[config.mk]
export PLATFORM = sky130hd
export DESIGN_NAME = addsub_ctrl
export DESIGN_NICKNAME = d
export VERILOG_FILES = /design/src/rtl/addsub_ctrl_pkg.sv /design/src/rtl/addsub_ctrl.sv
export SDC_FILE = /design/constraint.sdc
export NUM_CORES = 1
export LEC_CHECK = 0
export CORE_UTILIZATION = 40
export DETAILED_ROUTE_END_ITERATION = 16
export PLACE_DENSITY = 0.74
export SLEW_MARGIN = 20
export SYNTH_ARGS = -nofsm -noshare
export SYNTH_HDL_FRONTEND = slang
export SYNTH_SLANG_ARGS = --single-unit
[constraint.sdc]
create_clock -name clk -period 1.9 [get_ports clk]
set_clock_uncertainty 0.2 [all_clocks]
set_input_delay 0.285 -clock clk [delete_from_list [all_inputs] [get_ports clk]]
set_output_delay 0.285 -clock clk [all_outputs]
set_load 0.1 [all_outputs]
[src/rtl/addsub_ctrl_pkg.sv]
// Shared width default and FSM state encodings for the add/subtract sequencing stage.
package addsub_ctrl_pkg;

    localparam int ADDSUB_WIDTH = 4;

    typedef enum logic [1:0] {
        ST_IDLE = 2'd0,
        ST_EXEC = 2'd1,
        ST_DONE = 2'd2,
        ST_RSVD = 2'd3
    } state_t;

endpackage

[src/rtl/addsub_ctrl.sv]
// Operand capture and sequencing for an external ripple adder; result registered one cycle
// after go is accepted, done pulses the cycle after. Requests not legal in the current state are dropped.
module addsub_ctrl
    import addsub_ctrl_pkg::*;
#(
    parameter int WIDTH = ADDSUB_WIDTH
) (
    input  logic             clk,
    input  logic             reset,
    input  logic [WIDTH-1:0] din,
    input  logic             load_a,
    input  logic             load_b,
    input  logic             op_sub,
    input  logic             go,
    output logic [WIDTH-1:0] add_a,
    output logic [WIDTH-1:0] add_b,
    output logic             add_cin,
    input  logic [WIDTH-1:0] add_sum,
    input  logic             add_cout,
    output logic [WIDTH-1:0] result,
    output logic             carry,
    output logic             overflow,
    output logic             busy,
    output logic             done,
    output logic [3:0]       op_count
);

    state_t           state_q, state_d;
    logic [WIDTH-1:0] a_q, a_d;
    logic [WIDTH-1:0] b_q, b_d;
    logic             a_vld_q, a_vld_d;
    logic             b_vld_q, b_vld_d;
    logic             op_q, op_d;
    logic [WIDTH-1:0] result_q, result_d;
    logic             carry_q, carry_d;
    logic             ovf_q, ovf_d;
    logic [3:0]       cnt_q, cnt_d;

    // Subtract is A + ~B + 1; the adder sees the effective B for the whole EXEC cycle.
    assign add_a   = a_q;
    assign add_b   = op_q ? ~b_q : b_q;
    assign add_cin = op_q;

    always_comb begin
        state_d  = state_q;
        a_d      = a_q;
        b_d      = b_q;
        a_vld_d  = a_vld_q;
        b_vld_d  = b_vld_q;
        op_d     = op_q;
        result_d = result_q;
        carry_d  = carry_q;
        ovf_d    = ovf_q;
        cnt_d    = cnt_q;
        case (state_q)
            ST_IDLE: begin
                if (load_a) begin
                    a_d     = din;
                    a_vld_d = 1'b1;
                end
                if (load_b) begin
                    b_d     = din;
                    b_vld_d = 1'b1;
                end
                if (go && a_vld_q && b_vld_q && !load_a && !load_b) begin
                    state_d = ST_EXEC;
                    op_d    = op_sub;
                end
            end
            ST_EXEC: begin
                state_d  = ST_DONE;
                result_d = add_sum;
                carry_d  = add_cout;
                ovf_d    = (add_a[WIDTH-1] == add_b[WIDTH-1]) &&
                           (add_sum[WIDTH-1] != add_a[WIDTH-1]);
            end
            ST_DONE: begin
                state_d = ST_IDLE;
                cnt_d   = cnt_q + 4'd1;
            end
            default: state_d = ST_IDLE;
        endcase
    end

    always_ff @(posedge clk) begin
        if (reset) begin
            state_q  <= ST_IDLE;
            a_q      <= '0;
            b_q      <= '0;
            a_vld_q  <= 1'b0;
            b_vld_q  <= 1'b0;
            op_q     <= 1'b0;
            result_q <= '0;
            carry_q  <= 1'b0;
            ovf_q    <= 1'b0;
            cnt_q    <= 4'd0;
        end else begin
            state_q  <= state_d;
            a_q      <= a_d;
            b_q      <= b_d;
            a_vld_q  <= a_vld_d;
            b_vld_q  <= b_vld_d;
            op_q     <= op_d;
            result_q <= result_d;
            carry_q  <= carry_d;
            ovf_q    <= ovf_d;
            cnt_q    <= cnt_d;
        end
    end

    assign result   = result_q;
    assign carry    = carry_q;
    assign overflow = ovf_q;
    assign busy     = (state_q != ST_IDLE);
    assign done     = (state_q == ST_DONE);
    assign op_count = cnt_q;

endmodule

==> results of run 1 <==
[tightest hold or removal path, cell delays in order (launching register included)]
cell and delay, ps:
dfxtp_1 350, nor2_1 50, nor2_1 70
[path summary, 6_finish.rpt]
| path | from | endpoint | slack (ps) |
|---|---|---|---|
| worst max-delay path | state_q[0] | done | 110 |
| worst min register to register | a_vld_q | a_vld_q | 300 |
| worst max register to register | add_cin | overflow | 330 |
| worst min-delay path | a_vld_q | a_vld_q | 300 |
[layer usage]
| layer | vias to the layer above | track usage | part of all wire |
|---|---|---|---|
| li1 | 387 | - | - |
| met1 | 351 | 0.206 | 0.45 |
| met2 | 19 | 0.313 | 0.51 |
| met3 | 2 | 0.0364 | 0.029 |
| met4 | 0 | 0.0972 | 0.0080 |
| met5 | - | 0 | 0 |
[stage by stage]
stage	worst slack (ps)	cells	power (µW)
finish	113	162	962
global route	32.2	162	1010
CTS	89.1	162	975
detailed placement	114	158	750
global placement	167	158	747
floorplan	-116	96	651
[state kept, by name, summed over array words and instances (netlist names)]
signal / cells
add_a: 4
b_q: 4
op_count: 4
result: 4
state_q: 2
a_vld_q: 1
add_cin: 1
b_vld_q: 1
carry: 1
overflow: 1
[layout by cell type, fill, tap and decap left out, types with 2 or more instances in the layout]
cell / n
a21oi_1: 5
buf_12: 21
buf_4: 4
clkbuf_4: 3
clkdlybuf4s50_1: 14
dfxtp_1: 22
mux2i_1: 10
nand2_1: 10
nand2b_1: 2
nand3b_1: 2
nor2_1: 18
nor2b_1: 3
xor2_4: 4
[cells by family after synthesis]
family,share of synthesized area
simple gates,0.249
xor+xnor,0.0633
mux,0.117
flops,0.485
buf+inv,0.0290
compound gates,0.0422
fa+ha+maj,0.0132
[power by group through the flow]
stage                     Clock, µW  Combinational, µW  Sequential (µW)
after floorplan                   0               90.0              561
final                           225                224              513
after global placement            0                223              524
after detailed placement          0                225              524
after CTS                       234                226              514
after global routing            260                233              516
[cell type report]
type | count | area, µm² | share of cell area
tap | 28 | 35.0 | 0.0213
clock buffer | 4 | 26.3 | 0.0160
multi-input combinational | 68 | 529 | 0.322
sequential | 23 | 464 | 0.282
timing repair buffer | 39 | 591 | 0.359
==> out/summary.txt, run 1 <==
outcome - finished clean
CP arrival - 1300 ps
Inserted Clock Buffers - 3
via density per instance - 4.69
CP Cell Sequence - and2b_2 -> buf_12
DR iter-0 viols - 7
Worst VDD drop - 503 µV
Die X - 50.7 µm
H-tree levels - 1
GR Util All Layers - 0.181
Bufs on Longest Clock Path - 2
CP max FO - 7
WP data required - 1410 ps
vias in the first global route - 785
synthesized instance count - 96
die height - 50.7 µm
clock group share of total power - 0.233
Pwr Density - 585 nW/µm²
EDFF count, synth - 0
Clock Root Buffer - clkbuf_4
critical path type - reg2out
Critical path buffers and inverters - 1
post-detailed-route count of antenna-violating nets - 0
most numerous cell in the Yosys netlist - dfxtp_1
postcts setup bufs - 0
P&R area growth vs syn - 73.5%
R2R depth - 3
clk sinks - 23
drt first pass iters - 4
final worst path period need - 1790 ps
Most used DFF post-synth - dfxtp_1
DRC - 0
Fmax achieved - 559 MHz
maximum single-stage delay on the critical path - 510 ps
internal power - 676 µW
GRT overflow - 0
global placer's final weighted congestion - 0.696
I/O Pins - 36
core area - 2230 µm²
smallest hold slack - 298 ps
critical path startpoint category - flop
RSZ-0062 raised after global routing - no
DR vias - 759
Finished Cell Area - 1650 µm²
Hold Path Cell Cnt - 2
Final Max Slew Viols - 0
Async SR Flop Fraction - 0
Crit. End Element - primary output
Seq/Total Area, Yosys - 0.485
Post-synth top cells - dfxtp_1 (23), nor2_1 (18), mux2i_1 (10), nand2_1 (10), a21oi_1 (5)
WL final - 1990 µm
final core occ - 0.737
post-synth top area share - 0.485
Synth warnings - 0
Worst path top cell family by delay - flip-flops
maxcap violations - 0
Final Setup Violations - 0
CTS resizes - 0
initial antenna violation count - 0
Worst Hold Class - reg2reg
Max-slew headroom - 0.765
Cell Area, Placed - 1620 µm²
switch share - 0.298
Yosys reg bits - 23
first-pass GRT wire length - 3390 µm
CP max-delay cell - dfxtp_1
Final nets - 151
TNS Setup - 0 ps
ranking of synthesized cells by area - dfxtp_1 (49%), mux2i_1 (11%), nor2_1 (7.1%)
port bufs - 35
Clock transition at path regs - 120 ps
Comb power frac - 0.233
Avg Cell Area, Syn - 9.88 µm²
filler cell count - 163
routed length per placed instance - 12.3 µm
worst-skew pair later-pin latency - 310 ps
Die Area - 2570 µm²
Fin. Hold Viols - 0
TritonCTS clock tree - done
largest net degree at the start of global routing - 13
P_leak - 0.000653 µW
Levels on crit path - 2
share of layout cells above drive strength 1 - 0.291
Antenna Diode Count - 0
post-synthesis net count - 112
row count - 17
Detail Placement HPWL - 1530 µm
Initial Util - 0.425
Post-Syn Area - 948 µm²
sequential power share - 0.533
Net Switching - 287 µW
Slew @ Worst Pin - 352 ps
biggest area consumer among synthesized cells - dfxtp_1
library cells used by synthesis - 26
CTS Hold Bufs - 0
period utilization - 0.941
No activity file was read; power rests on OpenSTA's default activity.
==> run 2: changes to the inputs <==
Settings changed: CAP_MARGIN from default to 25.
==> results of run 2 <==
Final layout, timing and power as in run 1 (identical DEF).
